### src/rtl/calc_pkg.sv
// -----------------------------------------------------------------------------
// calc_pkg
// Shared definitions for the calculator arithmetic units.
//   WIDTH      : operand/result width of the arithmetic units (40)
//   CNT_W      : width of the per-bit step counter (covers 0..WIDTH-1)
//   CNT_LAST   : counter value on the final CALC edge
//   sq_state_t : squarer control states
// -----------------------------------------------------------------------------
package calc_pkg;

  localparam int WIDTH = 40;
  localparam int CNT_W = 6;

  localparam logic [CNT_W-1:0] CNT_LAST = CNT_W'(WIDTH - 1);

  typedef enum logic [1:0] {
    IDLE = 2'd0,
    CALC = 2'd1,
    FIN  = 2'd2
  } sq_state_t;

endpackage : calc_pkg

### src/rtl/cuadrado_secuencial_if.sv
// -----------------------------------------------------------------------------
// cuadrado_secuencial_if
// START/DONE/COUT handshake bundle shared by the calculator arithmetic units.
// Signal suffixes are from the arithmetic unit's point of view.
//   start_i : request, sampled only while the unit is idle
//   in_i    : unsigned operand, captured on the accepting edge
//   out_o   : low WIDTH bits of the result
//   cout_o  : result overflowed WIDTH bits
//   done_o  : one-cycle pulse, out_o/cout_o are new
//   busy_o  : operation in progress
// Modports: master = requester (op-select logic), slave = arithmetic unit.
// -----------------------------------------------------------------------------
interface cuadrado_secuencial_if;

  logic                       start_i;
  logic [calc_pkg::WIDTH-1:0] in_i;
  logic [calc_pkg::WIDTH-1:0] out_o;
  logic                       cout_o;
  logic                       done_o;
  logic                       busy_o;

  modport master (
    output start_i,
    output in_i,
    input  out_o,
    input  cout_o,
    input  done_o,
    input  busy_o
  );

  modport slave (
    input  start_i,
    input  in_i,
    output out_o,
    output cout_o,
    output done_o,
    output busy_o
  );

endinterface : cuadrado_secuencial_if

### src/rtl/cuadrado_fsm.sv
// -----------------------------------------------------------------------------
// cuadrado_fsm
// Control for the sequential squarer: owns the state and the bit counter and
// sequences exactly WIDTH shift-and-add steps per accepted request.
//
//   state | meaning
//   ------+-------------------------------------------------------------
//   IDLE  | waiting; START loads the datapath
//   CALC  | one shift-and-add step per edge, WIDTH edges total
//   FIN   | result is registered, DONE raised, back to IDLE
//
// Ports:
//   clk_i, rst_i : clock, async active-high reset
//   start_i      : request (only looked at in IDLE)
//   load_o       : datapath load strobe (accepting edge)
//   step_o       : datapath shift-and-add strobe
//   finish_o     : datapath result-capture strobe
//   busy_o       : registered, high from accepting edge until DONE
//   done_o       : registered one-cycle completion pulse
// -----------------------------------------------------------------------------
module cuadrado_fsm
  import calc_pkg::*;
(
  input  logic clk_i,
  input  logic rst_i,
  input  logic start_i,
  output logic load_o,
  output logic step_o,
  output logic finish_o,
  output logic busy_o,
  output logic done_o
);

  sq_state_t        state_q;
  logic [CNT_W-1:0] cnt_q;
  logic             busy_q;
  logic             done_q;

  // Strobes describe what the datapath does on the coming edge, so they are
  // decoded from the current state rather than registered.
  always_comb begin
    load_o   = (state_q == IDLE) && start_i;
    step_o   = (state_q == CALC);
    finish_o = (state_q == FIN);
  end

  always_ff @(posedge clk_i or posedge rst_i) begin
    if (rst_i) begin
      state_q <= IDLE;
      cnt_q   <= '0;
      busy_q  <= 1'b0;
      done_q  <= 1'b0;
    end else begin
      done_q <= 1'b0;
      case (state_q)
        IDLE: begin
          if (start_i) begin
            cnt_q   <= '0;
            busy_q  <= 1'b1;
            state_q <= CALC;
          end
        end
        CALC: begin
          cnt_q <= cnt_q + 1'b1;
          // No early exit even when the multiplier runs out of ones: the
          // latency must stay fixed for the op-select sequencing.
          if (cnt_q == CNT_LAST) begin
            state_q <= FIN;
          end
        end
        FIN: begin
          done_q  <= 1'b1;
          busy_q  <= 1'b0;
          state_q <= IDLE;
        end
        default: begin
          state_q <= IDLE;
          busy_q  <= 1'b0;
        end
      endcase
    end
  end

  assign busy_o = busy_q;
  assign done_o = done_q;

endmodule : cuadrado_fsm

### src/rtl/cuadrado_secuencial.sv
// -----------------------------------------------------------------------------
// cuadrado_secuencial
// Sequential unsigned squarer: OUT = low WIDTH bits of IN*IN, COUT flags any
// nonzero upper product bit. One shift-and-add step per clock; fixed latency
// of WIDTH+1 edges from the accepting edge to DONE.
// Ports:
//   clk_i : clock, rising edge
//   rst_i : async active-high reset, clears all state and outputs
//   bus   : handshake bundle (slave side), see cuadrado_secuencial_if
// -----------------------------------------------------------------------------
module cuadrado_secuencial
  import calc_pkg::*;
(
  input  logic                 clk_i,
  input  logic                 rst_i,
  cuadrado_secuencial_if.slave bus
);

  localparam int PW = 2 * WIDTH;

  logic load, step, finish;
  logic busy, done;

  logic [PW-1:0]    a_q,    a_d;
  logic [WIDTH-1:0] b_q,    b_d;
  logic [PW-1:0]    acc_q,  acc_d;
  logic [WIDTH-1:0] out_q,  out_d;
  logic             cout_q, cout_d;

  cuadrado_fsm u_fsm (
    .clk_i    (clk_i),
    .rst_i    (rst_i),
    .start_i  (bus.start_i),
    .load_o   (load),
    .step_o   (step),
    .finish_o (finish),
    .busy_o   (busy),
    .done_o   (done)
  );

  // A is the multiplicand shifted left each step, B the multiplier shifted
  // right; the product of two WIDTH-bit values always fits in PW bits, so the
  // accumulator add never wraps.
  always_comb begin
    a_d    = a_q;
    b_d    = b_q;
    acc_d  = acc_q;
    out_d  = out_q;
    cout_d = cout_q;
    if (load) begin
      a_d   = {{WIDTH{1'b0}}, bus.in_i};
      b_d   = bus.in_i;
      acc_d = '0;
    end else if (step) begin
      if (b_q[0]) begin
        acc_d = acc_q + a_q;
      end
      a_d = a_q << 1;
      b_d = b_q >> 1;
    end
    if (finish) begin
      out_d  = acc_q[WIDTH-1:0];
      cout_d = |acc_q[PW-1:WIDTH];
    end
  end

  always_ff @(posedge clk_i or posedge rst_i) begin
    if (rst_i) begin
      a_q    <= '0;
      b_q    <= '0;
      acc_q  <= '0;
      out_q  <= '0;
      cout_q <= 1'b0;
    end else begin
      a_q    <= a_d;
      b_q    <= b_d;
      acc_q  <= acc_d;
      out_q  <= out_d;
      cout_q <= cout_d;
    end
  end

  assign bus.out_o  = out_q;
  assign bus.cout_o = cout_q;
  assign bus.done_o = done;
  assign bus.busy_o = busy;

endmodule : cuadrado_secuencial

### src/flat_wrapper.sv
// flat-port wrapper written by rule: the top's interface ports become plain ports
module cuadrado_secuencial_flat import calc_pkg::*;
  (clk_i, rst_i, bus_start_i, bus_in_i, bus_out_o, bus_cout_o, bus_done_o, bus_busy_o);
  cuadrado_secuencial_if bus_i ();
  input  logic clk_i;
  input  logic rst_i;
  input wire logic [$bits(bus_i.start_i)-1:0] bus_start_i;
  input wire logic [$bits(bus_i.in_i)-1:0] bus_in_i;
  output wire logic [$bits(bus_i.out_o)-1:0] bus_out_o;
  output wire logic [$bits(bus_i.cout_o)-1:0] bus_cout_o;
  output wire logic [$bits(bus_i.done_o)-1:0] bus_done_o;
  output wire logic [$bits(bus_i.busy_o)-1:0] bus_busy_o;
  assign bus_i.start_i = bus_start_i;
  assign bus_i.in_i = bus_in_i;
  assign bus_out_o = bus_i.out_o;
  assign bus_cout_o = bus_i.cout_o;
  assign bus_done_o = bus_i.done_o;
  assign bus_busy_o = bus_i.busy_o;
  cuadrado_secuencial u_core (.clk_i(clk_i), .rst_i(rst_i), .bus(bus_i));
endmodule
### config.mk
export PLATFORM = sky130hd
export DESIGN_NAME = cuadrado_secuencial_flat
export DESIGN_NICKNAME = d
export VERILOG_FILES = /design/src/rtl/calc_pkg.sv /design/src/rtl/cuadrado_secuencial_if.sv /design/src/rtl/cuadrado_fsm.sv /design/src/rtl/cuadrado_secuencial.sv /design/src/flat_wrapper.sv
export SDC_FILE = /design/constraint.sdc
export NUM_CORES = 1
export LEC_CHECK = 0
export CELL_PAD_IN_SITES_DETAIL_PLACEMENT = 0
export CELL_PAD_IN_SITES_GLOBAL_PLACEMENT = 2
export CORE_ASPECT_RATIO = 1.5
export CORE_MARGIN = 3
export CORE_UTILIZATION = 38
export DETAILED_ROUTE_END_ITERATION = 16
export GPL_TIMING_DRIVEN = 0
export HOLD_SLACK_MARGIN = 0.08
export MAX_ROUTING_LAYER = met4
export PLACE_DENSITY = 0.87
export SLEW_MARGIN = 0
export SYNTH_ARGS = -nofsm -noshare
export SYNTH_HDL_FRONTEND = slang
export SYNTH_SLANG_ARGS = --single-unit
### constraint.sdc
create_clock -name clk_i -period 9.1 [get_ports clk_i]
set_input_delay 0.91 -clock clk_i [delete_from_list [all_inputs] [get_ports clk_i]]
set_output_delay 0.91 -clock clk_i [all_outputs]
set_load 0.03 [all_outputs]
# Word level (Yosys, flattened, before mapping)
# Cells that the tools add are included.
# word_totals
out_inout_bits	43
elab_cells	42
ff_bits	251
in_bits	43
# op_classes
n_reduce_logical	10
n_eq_ne	5
add_sub_neg	2
bitwise_logic	1
n_mux	15
# ops
op	n
$mux 80	5
$add 80x80->80	1
$mux 40	2
$reduce_or 40->1	1
$pmux 6 s2	1
$reduce_and 2->1	4
$add 6x1->6 const B	1
$eq 6x6->1 const B	1
$mux 6	1
$reduce_bool 2->1	3
$mux 2	2
$ne 2x2->1 const B	2
$pmux 2 s2	1
$eq 2x1->1 const B	1
$eq 2x2->1 const B	1
$logic_not 2->1	1
$mux 1	2
$pmux 1 s2	1
$logic_and 1x1->1	1
$not 1->1	1

# Depth between registers and ports, before layout
# depth
ltp_word	4
depth_mapped	14

# Hierarchy
# A second synthesis with hierarchy kept.
# unflattened
hier_cells	1702
hier_area_um2	15467.3
# by_module_without_submodules
module	area_each_um2	cells_each	n_inst	seq_area_each_um2
cuadrado_secuencial	14971.9	1658	1	6030.8
cuadrado_fsm	495.5	44	1	250.2

# Worst setup path before layout
# No wires, ideal clock.
# synth_timing
path_type	flip-flop to flip-flop
startpoint	register u_core.a_q[0]
endpoint	register u_core.acc_q[64]
t_arrival_ps	2915
period_less_slack_ps	2997
setup_slack_ps	6103
required_time_ps	9017
path_stages_with_launch	15
path_buffers	0
path_cell_list	dfrtp_1 ha_1 inv_1 fa_1 nand2b_1 a21oi_1 o32ai_1 o31ai_1 o21ai_0 a21oi_1 nor2_1 o21ai_1 a21boi_0 xor2_1 o21ai_0
# synth_between
elab_chain_len	4
# synth_lines
element	line	text
start: declaration	cuadrado_secuencial.sv:24	logic [PW-1:0] a_q, a_d;
start signal: assignment	cuadrado_secuencial.sv:69	a_q <= '0;
start signal: assignment	cuadrado_secuencial.sv:75	a_q <= a_d;
$add 80x80->80	cuadrado_secuencial.sv:56	acc_d = acc_q + a_q;
$mux 80	cuadrado_secuencial.sv:55	if (b_q[0]) begin
$mux 80	cuadrado_secuencial.sv:54	end else if (step) begin
$mux 80	cuadrado_secuencial.sv:50	if (load) begin
end signal: assignment	cuadrado_secuencial.sv:71	acc_q <= '0;
end signal: assignment	cuadrado_secuencial.sv:77	acc_q <= acc_d;
end: declaration	cuadrado_secuencial.sv:26	logic [PW-1:0] acc_q, acc_d;
# No other way between the ends. The select of a mux whose other input is x is not followed.
# A chain may end at the register's enable or synchronous reset.

# Final worst setup path
# Same ends and word-level chain as after synthesis.

==> run_results.csv <==
group,metric,value,unit
setup_path,path_depth,14,
setup_path,crit_chain,"ha_1 > inv_1 > fa_1 > nand2b_1 > a21oi_1 > o32ai_1 > o31ai_1 > o21ai_0 > a21oi_1 > nor2_1 > o21ai_1 > a21boi_0 > xor2_1 > o21ai_0",
yosys,post_synth_num_cell_types,71,
yosys,ys_seq_area_share,42.7,%
clock_network,cts_buffer_depth,3,
timing,fin_hold_ws,0.472,ns
yosys,avgSynthCellArea,9.10,µm²
power,peakVddDrop,0.146,mV
detailed_routing,drc,0,
die,dieArea,41200,µm²
global_route,grt_max_degree,88,
setup_path,crit_buf_inv,1,
timing,worst_slew_pin_slew,0.934,ns
hold_path,worstHoldPathType,"reg -> reg",
yosys,yosysTopAreaCell,"dfrtp_1",
clock_network,cts_tree,"yes",
yosys,synth_top_area_share,42.7,%
global_route,grt_use_total,22.0,%
placement,hpwl,33800,µm
timing,slew_headroom,37.7,%
power,leakage,7.73,nW
timing,slew_violations,0,
die,start_util,38.9,%
die,die_y,247,µm
hold_path,hp-start,"u_core.bus.out_o[18]$_DFFE_PP0P_",
layout,diodes,0,
layout,layout_commonest_cell,"nand2_1",
die,core_area,37900,µm²
layout,drive_gt1_share,3.83,%
setup_path,rr_worst_depth,14,
yosys,synth_ff_type,"dfrtp_1",
die,die_x,167,µm
setup_path,worstPathRequired,9.56,ns
die,ios,86,
global_route,overflow,0,
setup_path,slowest_stage,"o31ai_1",
layout,fillerInstances,3772,
yosys,synth_edf_count,0,
die,rows,87,
clock_network,h-tree-depth,1,
timing,min_period_over_period,48.6,%
clock_network,clkLatencyLatePin,0.55,ns
setup_path,critical_path.top_delay_family,"compound AO/OA/AOI/OAI gates",
timing,max_freq,226,MHz
yosys,synthesis.nets,1741,
global_route,antenna_found_initial,1,
yosys,ys_ff_latch,251,
yosys,async_reset_ff_share,100,%
yosys,synth.top_cells.by_area,"dfrtp_1 43%, nand2_1 7.4%, ha_1 6.8%, a21oi_1 5.8%, a221o_1 5.2%",
power,powerDensity,304,nW/µm²
placement,port_buffers,85,
clock_network,cts_buffers,26,
setup_path,critPathLaunch,"u_core.a_q[0]$_DFFE_PP0P_",
layout,syn2layout_area_growth,16.3,%
clock_network,cts_root_buffer,"clkbuf_16",
flow_run,max_cap_violations,0,
setup_path,r2r-start,"u_core.a_q[0]$_DFFE_PP0P_",
detailed_routing,wl_per_cell,19.9,µm
detailed_routing,vias,12700,
yosys,synth_area,14700,µm²
global_route,grt_pass1_vias,13000,
setup_path,start_kind,"flop",
clock_network,cts.sinks,251,
setup_path,end_kind,"flop",
detailed_routing,final_antenna_net_count,0,
setup_path,critPathMaxFanout,5,
timing,setup_viol,0,
layout,layout_common_cells,"291 x nand2_1, 251 x dfrtp_1, 170 x a21oi_1",
layout,nets,1856,
clock_network,clkTransAtPathRegs,0.06,ns
detailed_routing,first_pass_iters,8,
detailed_routing,drt_iter0_drc,919,
setup_path,worstPathArrival,4.89,ns
clock_network,cts-resized-gates,0,
run_status,status,"complete, no violations",
setup_path,worstSetupPathType,"reg -> reg",
setup_path,reg2reg_slack,4.67,ns
yosys,synth_warnings,0,
setup_path,slowest_delay,0.67,ns
detailed_routing,wirelength,44500,µm
setup_path,endpoint,"u_core.acc_q[64]$_DFFE_PP0P_",
timing,skew,0.0171,ns
clock_network,post_cts_buffers,0,
global_route,grt_pass1_wl,71700,µm
yosys,syn_inst,1617,
timing,rsz0062_at_grt,"no",
detailed_routing,vias_per_cell,5.68,
setup_path,r2r-end,"u_core.acc_q[64]$_DFFE_PP0P_",
clock_network,cts_hold_buf,0,
timing,hold_viol_final,0,
timing,layout_min_cycle_time,4.43,ns
layout,final_util,45.2,%
placement,gp_congestion,0.904,
power by group:
part | switching [mW] | leakage, nW | total (mW) | internal [mW]
logic | 1.35 | 3.94 | 2.25 | 0.909
registers | 0.363 | 3.35 | 1.83 | 1.47
clock network | 0.461 | 0.437 | 1.12 | 0.658
total | 2.17 | 7.73 | 5.21 | 3.04
metrics by stage:
stage	setup WS, ns	TNS, ns	instance area [µm²]	total power [mW]	instances
6_report	4.67	0	17100	5.21	2239
5_1_grt	4.38	0	17100	5.61	2239
4_1_cts	4.71	0	17100	5.25	2239
3_5_place_dp	4.78	0	16200	4.10	2193
3_3_place_gp	-2.17	-534.11	16200	4.06	2191
2_1_floorplan	1.29	0	14700	3.45	1617
synthesized netlist by cell type, types with 9 or more instances:
master / n
a31oi_1: 11
o211ai_1: 11
a221o_1: 77
a22o_1: 48
clkbuf_1: 93
nor2_1: 33
dfrtp_1: 251
o21bai_1: 15
ha_1: 80
xnor2_1: 34
nand2b_1: 86
a211oi_1: 9
xor2_1: 39
a21o_1: 47
nor3_1: 14
nor2b_1: 13
a21oi_1: 170
o21ai_0: 124
inv_1: 24
nand4_1: 20
nor4_1: 16
nand3_1: 14
nand2_1: 291
state kept, by name (all words and copies together) (netlist names):
signal                flops
u_core.a_q               80
u_core.acc_q             80
u_core.b_q               40
u_core.bus.cout_o         1
u_core.bus.out_o         40
u_core.u_fsm.busy_o       1
u_core.u_fsm.cnt_q        6
u_core.u_fsm.done_o       1
u_core.u_fsm.state_q      2
layout make-up:
type	instances	area (µm²)	share of cell area, %
Multi-Input combinational cell	1240	7960	46.5
Sequential cell	251	6280	36.7
Buffer	101	385	2.25
Clock inverter	10	129	0.753
Tap cell	489	612	3.57
Timing Repair Buffer	87	906	5.29
Inverter	25	101	0.592
Clock buffer	36	749	4.38
kinds of logic (layout without fill, tap and decap cells):
logic type               Yosys count  in the layout  synth area share, %
multiplexers                       2              2                0.136
XOR/XNOR                          73             73                 4.34
flip-flops                       251            251                 42.7
AO/OA/AOI/OAI                    567            567                 26.1
AND/OR/NAND/NOR                  517            517                 16.6
adder cells (fa/ha/maj)           81             81                 6.94
buffers and inverters            126            259                 3.26
routing by layer:
layer  wire, µm  GRT usage [%]  vias to the layer above
met4       1240           6.24                        0
met3       1730           2.29                       81
met1      17500           24.4                     6225
li1           -              -                     6112
met2      24100           41.8                      306
met5          0              -                        -
worst min-delay path, stage by stage (launching register included):
cell and delay, ns:
dfrtp_1 0.34, nand2_1 0.05, nand2_1 0.05
how the worst min path moves through the flow:
stage	depth (start not counted)	slack, ns	endpoint
5_1_grt	2	0.50	u_core.bus.out_o[22]$_DFFE_PP0P_
3_3_place_gp	2	0.46	u_core.bus.out_o[27]$_DFFE_PP0P_
3_5_place_dp	2	0.46	u_core.bus.out_o[23]$_DFFE_PP0P_
4_1_cts	2	0.48	u_core.bus.out_o[22]$_DFFE_PP0P_
2_1_floorplan	1	0.46	u_core.u_fsm.cnt_q[5]$_DFFE_PP0P_
6_report	2	0.47	u_core.bus.out_o[18]$_DFFE_PP0P_
No activity file was read; power rests on OpenSTA's default activity.
